===== src/rtl/mem_arbiter.sv =====
// Single-port RAM arbiter between instruction fetch and data access.
// Data wins arbitration; a saturating counter bounds how long a waiting fetch can be passed over.
module mem_arbiter #(
  parameter int WORD_W      = 32,
  parameter int ADDR_W      = 32,
  parameter int ISTARVE_MAX = 4
) (
  input  logic              CLK,
  input  logic              nRST,
  input  logic              imemREN,
  input  logic [ADDR_W-1:0] imemaddr,
  output logic [WORD_W-1:0] imemload,
  output logic              ihit,
  input  logic              dmemREN,
  input  logic              dmemWEN,
  input  logic [ADDR_W-1:0] dmemaddr,
  input  logic [WORD_W-1:0] dmemstore,
  output logic [WORD_W-1:0] dmemload,
  output logic              dhit,
  output logic              ramREN,
  output logic              ramWEN,
  output logic [ADDR_W-1:0] ramaddr,
  output logic [WORD_W-1:0] ramstore,
  input  logic [WORD_W-1:0] ramload,
  input  logic [1:0]        ramstate,
  output logic              ram_err,
  output logic [1:0]        dbg_state_o,
  output logic [2:0]        dbg_scnt_o
);

  typedef enum logic [1:0] {
    IDLE   = 2'd0,
    IGRANT = 2'd1,
    DGRANT = 2'd2
  } state_t;

  localparam logic [1:0] RAM_ACCESS   = 2'd2;
  localparam logic [1:0] RAM_ERROR    = 2'd3;
  localparam logic [2:0] ISTARVE_LIM  = 3'(ISTARVE_MAX);

  state_t     state_q, state_d;
  logic [2:0] scnt_q, scnt_d;
  logic       ram_err_q, ram_err_d;
  logic       dreq;
  logic [2:0] scnt_inc;

  assign dreq     = dmemREN | dmemWEN;
  assign scnt_inc = (scnt_q == 3'd7) ? 3'd7 : scnt_q + 3'd1;

  always_ff @(posedge CLK) begin
    if (!nRST) begin
      state_q   <= IDLE;
      scnt_q    <= 3'd0;
      ram_err_q <= 1'b0;
    end else begin
      state_q   <= state_d;
      scnt_q    <= scnt_d;
      ram_err_q <= ram_err_d;
    end
  end

  // Handshake: a requester raises its enable(s) and holds address/data until
  // its hit pulse; dropping the enable inside a grant aborts with no hit.
  always_comb begin
    state_d   = state_q;
    scnt_d    = scnt_q;
    ram_err_d = ram_err_q;
    ramREN    = 1'b0;
    ramWEN    = 1'b0;
    ramaddr   = '0;
    ramstore  = '0;
    ihit      = 1'b0;
    imemload  = '0;
    dhit      = 1'b0;
    dmemload  = '0;
    case (state_q)
      IDLE: begin
        // scnt counts data grants taken while a fetch was waiting
        if (dreq && (!imemREN || scnt_q < ISTARVE_LIM)) begin
          state_d = DGRANT;
          scnt_d  = imemREN ? scnt_inc : 3'd0;
        end else if (imemREN) begin
          state_d = IGRANT;
          scnt_d  = 3'd0;
        end
      end
      IGRANT: begin
        if (!imemREN) begin
          state_d = IDLE;
        end else begin
          ramREN  = 1'b1;
          ramaddr = imemaddr;
          if (ramstate == RAM_ACCESS) begin
            ihit     = 1'b1;
            imemload = ramload;
            state_d  = IDLE;
          end else if (ramstate == RAM_ERROR) begin
            ram_err_d = 1'b1;
            state_d   = IDLE;
          end
        end
      end
      DGRANT: begin
        if (!dreq) begin
          state_d = IDLE;
        end else begin
          ramWEN   = dmemWEN;
          ramREN   = dmemREN & ~dmemWEN;
          ramaddr  = dmemaddr;
          ramstore = dmemstore;
          if (ramstate == RAM_ACCESS) begin
            dhit     = 1'b1;
            dmemload = ramload;
            state_d  = IDLE;
          end else if (ramstate == RAM_ERROR) begin
            ram_err_d = 1'b1;
            state_d   = IDLE;
          end
        end
      end
      default: state_d = IDLE;
    endcase
  end

  assign ram_err     = ram_err_q;
  assign dbg_state_o = state_q;
  assign dbg_scnt_o  = scnt_q;

endmodule


===== config.mk =====
export PLATFORM = sky130hd
export DESIGN_NAME = mem_arbiter
export DESIGN_NICKNAME = d
export VERILOG_FILES = /design/src/rtl/mem_arbiter.sv
export SDC_FILE = /design/constraint.sdc
export NUM_CORES = 1
export LEC_CHECK = 0
export CAP_MARGIN = 5
export CORE_AREA = 2 2 105 107
export CTS_CLUSTER_SIZE = 28
export DETAILED_ROUTE_END_ITERATION = 10
export DIE_AREA = 0 0 107 109
export HOLD_SLACK_MARGIN = 0.12
export PLACE_DENSITY = 0.64
export SYNTH_ARGS = -nofsm -noshare
export SYNTH_HDL_FRONTEND = slang
export SYNTH_SLANG_ARGS = --single-unit

===== constraint.sdc =====
create_clock -name CLK -period 4.9 [get_ports CLK]
set_clock_uncertainty 0.05 [all_clocks]
set_input_delay 1.47 -clock CLK [delete_from_list [all_inputs] [get_ports CLK]]
set_output_delay 1.47 -clock CLK [all_outputs]
set_load 0.01 [all_outputs]

### Word-level counts from Yosys, hierarchy flattened

Index checks and enable logic that the tools add are counted.

* register bits: 6
* input bits: 135
* output and inout bits: 138
* logic and storage cells: 60

* $add $sub $neg: 1
* $lt $le $gt $ge: 1
* equality and inequality tests: 8
* multiplexer cells: 36
* bitwise operators: 3
* reduce and logical (&&, ||, !) cells: 8

Operator list (count)
* $mux W32: 9
* $pmux W32 S2: 1
* $mux W1: 13
* $mux W2: 6
* $mux W3: 4
* $eq A2 B2 Y1 const B: 3
* $pmux W2 S3: 1
* $ne A2 B2 Y1 const B: 2
* $pmux W1 S2: 2
* $reduce_bool A2 Y1: 2
* $add A3 B1 Y3 const B: 1
* $eq A3 B3 Y1 const B: 1
* $lt A3 B3 Y1 const B: 1
* $ne A3 B3 Y1 const B: 1
* $reduce_and A3 Y1: 1
* $eq A2 B1 Y1 const B: 1
* $logic_not A2 Y1: 1
* $reduce_and A2 Y1: 1
* $and A1 B1 Y1: 1
* $logic_and A1 B1 Y1: 1
* $logic_not A1 Y1: 1
* $logic_or A1 B1 Y1: 1
* $not A1 Y1: 1
* $or A1 B1 Y1: 1

### Longest topological paths before layout

* depth in word-level cells: 5
* mapped depth: 7
* mapped depth without buffers: 5

### Worst setup path before layout

Ideal clock, no wire load.

* path type: input-to-output
* start: input imemREN
* end: output ramaddr[0]
* data arrival time: 2314 ps
* data required time: 3380 ps
* path slack: 1066 ps
* stages on the path: 6
* path buffers: 3
* cells stage by stage: buf_2 and2_1 buf_2 buf_2 a22oi_1 nor2b_1

* cells in the longest elaborated chain, start to end: 2

Ends and longest elaborated chain
* from (decl): RTL line 10 `input logic imemREN,`
* $mux W32: RTL line 88 `if (!imemREN) begin`
* $pmux W32 S2: RTL line 76 `case (state_q)`
* to (decl): RTL line 22 `output logic [ADDR_W-1:0] ramaddr,`

Every way passes these cells.

### Worst setup path in the final report

* start: input dmemREN
* end: output ramaddr[6]

* cells in the longest elaborated chain, start to end: 3

Ends and longest elaborated chain
* from (decl): RTL line 14 `input logic dmemREN,`
* $or A1 B1 Y1: RTL line 47 `assign dreq = dmemREN | dmemWEN;`
* $mux W32: RTL line 104 `if (!dreq) begin`
* $pmux W32 S2: RTL line 76

Every way passes these cells.

==> metrics.md <==
| Metric | Value |
|---|---|
| Crit path buf inv count | `3` |
| CTS tree | `done` |
| # H-tree levels | `1` |
| CP Class | `primary input to output port` |
| Post-Syn Instances | `231` |
| # IOs | `273` |
| Clock Sinks | `6` |
| Clock-pin slew on the worst setup and hold paths | `0.03 ns` |
| Postcts setup bufs | `0` |
| DRC | `0` |
| Initial Util | `0.153` |
| Max-cap viol count | `0` |
| Slowest stage delay, CP | `0.59 ns` |
| CP Depth | `6` |
| Seq/Total Area, Yosys | `0.0742` |
| # setup viols final | `0` |
| Most common cell after layout, fill and taps aside | `clkdlybuf4s50_1` |
| Lkg Pwr | `1.59 nW` |
| Fmax | `210 MHz` |
| Synth warnings | `0` |
| Slew headroom | `0.385` |
| Starting DRT DRC Count | `97` |
| IO buf count | `272` |
| Cell area after synthesis | `0.00162 sq mm` |
| R2r endpoint | `ram_err$_SDFFE_PN0P_` |
| Initial antenna violation count | `0` |
| Hold/Removal Path Class | `flop to flop` |
| Die area | `0.0117 sq mm` |
| Distinct cell type count after synthesis | `30` |
| Worst path cell trace | `clkdlybuf4s50_1, o21a_2, buf_12, a22oi_1, nor2b_1, clkdlybuf4s50_1` |
| Crit Path Max Fanout | `55` |
| Worst path top cell family by delay | `buffers and inverters` |
| Critical path launch point | `dmemREN` |
| Gr usage total | `0.129` |
| Status | `finished, final reports clean` |
| Final Hold Viols | `0` |
| Core Util, Final | `0.428` |
| Synthesized flop and latch total | `6` |
| Fin. max-slew vios | `0` |
| Synth Net Count | `371` |
| Worst-Margin Slew | `0.923 ns` |
| Area added between synthesis and finish | `180%` |
| CP Capture Type | `output port` |
| RSZ-0062 raised after global routing | `no` |
| Final WL | `8.50 mm` |
| Slowest CP cell | `clkdlybuf4s50_1` |
| R2R setup slack | `2.83 ns` |
| Worst reg-to-reg path cell count | `5` |
| HPWL after DPL | `7.32 mm` |
| Vias in the first global route | `2593` |
| Root Buffer Master | `clkbuf_8` |
| Most frequent cells in the layout | `clkdlybuf4s50_1, and2_1, nor2b_1, a22oi_1, dfxtp_1` |
| Antenna Cells | `0` |
| Syn avg cell area | `7.01 sq um` |
| FF-to-FF Start | `dbg_state_o[0]$_SDFFE_PN0P_` |
| Arr. time, crit path | `3.24 ns` |
| Fin crit period | `4.76 ns` |
| Die Span Y | `109 um` |
| Cell mode on critical path | `clkdlybuf4s50_1` |
| Vias/cell | `4.19` |
| CTS Buffer Depth | `2` |
| WP data required | `3.38 ns` |
| TritonRoute pass-1 iters | `4` |
| Routed Antenna Nets | `0` |
| Post-CTS sizing | `0` |
| Share of layout cells above drive strength 1 | `0.0304` |
| Global-route wire length before repair | `12.2 mm` |
| Worst setup path end | `ramaddr[6]` |
| Chip width | `107 um` |
| Crit path launch type | `primary input` |
| Total grt overflow | `0` |
| Post-CTS Hold Buffers | `0` |
| Final Cycle Share | `0.970` |
| Setup TNS | `0 ns` |
| Drt wl/cell | `13.4 um` |
| TritonCTS buffer count | `3` |
| Peak supply drop | `57.0 uV` |
| Rows | `38` |
| Core Area | `0.0106 sq mm` |
| PwrDens | `95.5 mW/mm^2` |
| Largest net degree at the start of global routing | `56` |
| Placer Congestion | `0.767` |
| Fin nets | `635` |
| Vias post-DR | `2650` |
| Insertion delay to the later sink of the worst-skew pair | `0.23 ns` |
cells in the mapped netlist:
| cell | count | area, sq um |
|---|---|---|
| and2_1 | 98 | 613 |
| nor2b_1 | 37 | 231 |
| a22oi_1 | 32 | 240 |
| buf_2 | 7 | 35.0 |
| dfxtp_1 | 6 | 120 |
| buf_6 | 5 | 56.3 |
| clkbuf_1 | 5 | 18.8 |
| ha_1 | 5 | 62.6 |
| nand2_1 | 5 | 18.8 |
| clkbuf_2 | 3 | 15.0 |
| o21a_1 | 3 | 22.5 |
| a21boi_0 | 2 | 15.0 |
| a32oi_1 | 2 | 17.5 |
| inv_1 | 2 | 7.51 |
| nand3b_1 | 2 | 15.0 |
| nor2_1 | 2 | 7.51 |
| o21ai_1 | 2 | 10.0 |
| a211oi_2 | 1 | 12.5 |
| buf_4 | 1 | 7.51 |
| nand2b_1 | 1 | 6.26 |
| nand3_1 | 1 | 5.00 |
| nand4b_1 | 1 | 8.76 |
| nor2_2 | 1 | 6.26 |
| nor3_1 | 1 | 5.00 |
| nor3b_1 | 1 | 7.51 |
| nor3b_4 | 1 | 18.8 |
| nor4b_1 | 1 | 8.76 |
| nor4bb_1 | 1 | 10.0 |
| o2111ai_1 | 1 | 8.76 |
| o31ai_1 | 1 | 7.51 |
registers in the layout (all words and copies together) (netlist names):
register / count
dbg_scnt_o: 3
dbg_state_o: 2
ram_err: 1
logic make-up after synthesis:
kind of cell             count (synthesis)  share of synthesized area
AND/OR/NAND/NOR                        153                      0.594
AO/OA/AOI/OAI                           44                      0.206
buffers and inverters                   23                     0.0866
flip-flops                               6                     0.0742
adder cells (fa/ha/maj)                  5                     0.0386
power by group:
| part | switching (W) | total, W | leakage (nW) | internal (W) |
|---|---|---|---|---|
| Sequential | 0.00000272 | 0.0000546 | 0.0490 | 0.0000519 |
| Clock | 0.0000229 | 0.0000758 | 0.0216 | 0.0000529 |
| Combinational | 0.000104 | 0.000303 | 1.52 | 0.000199 |
| Total | 0.000130 | 0.000433 | 1.59 | 0.000304 |
stage by stage:
step | hold slack, ns | cell area (sq um) | setup slack [ns] | power (W) | cells
2_1_floorplan | 0.458 | 1620 | 1.07 | 0.000161 | 231
3_3_place_gp | 0.399 | 4500 | 0.155 | 0.000358 | 630
3_5_place_dp | 0.402 | 4500 | 0.133 | 0.000362 | 630
4_1_cts | 0.410 | 4540 | 0.129 | 0.000439 | 633
5_1_grt | 0.457 | 4540 | 0.0429 | 0.000458 | 633
6_report | 0.406 | 4540 | 0.145 | 0.000433 | 633
area by class of cell:
| class | count | area (sq um) |
|---|---|---|
| Sequential cell | 6 | 120 |
| Multi-Input combinational cell | 202 | 1360 |
| Timing Repair Buffer | 280 | 2830 |
| Clock buffer | 3 | 41.3 |
| Fill cell | 1070 | 6070 |
| Tap cell | 140 | 175 |
| Inverter | 2 | 7.51 |
routing by layer:
| layer | track usage | routed length, um | vias to the layer above |
|---|---|---|---|
| li1 | - | - | 1303 |
| met1 | 0.125 | 2870 | 1175 |
| met2 | 0.270 | 4670 | 163 |
| met3 | 0.0299 | 847 | 9 |
| met4 | 0.0334 | 108 | 0 |
| met5 | 0 | 0 | - |
worst min path at each step:
stage / endpoint / slack, ns / from / cells past startpoint
final: ram_err$_SDFFE_PN0P_ / 0.41 / ram_err$_SDFFE_PN0P_ / 1
after global placement: ram_err$_SDFFE_PN0P_ / 0.40 / ram_err$_SDFFE_PN0P_ / 1
after CTS: ram_err$_SDFFE_PN0P_ / 0.41 / ram_err$_SDFFE_PN0P_ / 1
after global routing: ram_err$_SDFFE_PN0P_ / 0.46 / ram_err$_SDFFE_PN0P_ / 1
after floorplan: dbg_scnt_o[0]$_SDFFE_PN0P_ / 0.46 / dbg_scnt_o[0]$_SDFFE_PN0P_ / 2
after detailed placement: ram_err$_SDFFE_PN0P_ / 0.40 / ram_err$_SDFFE_PN0P_ / 1
(Power assumes the default switching activity.)
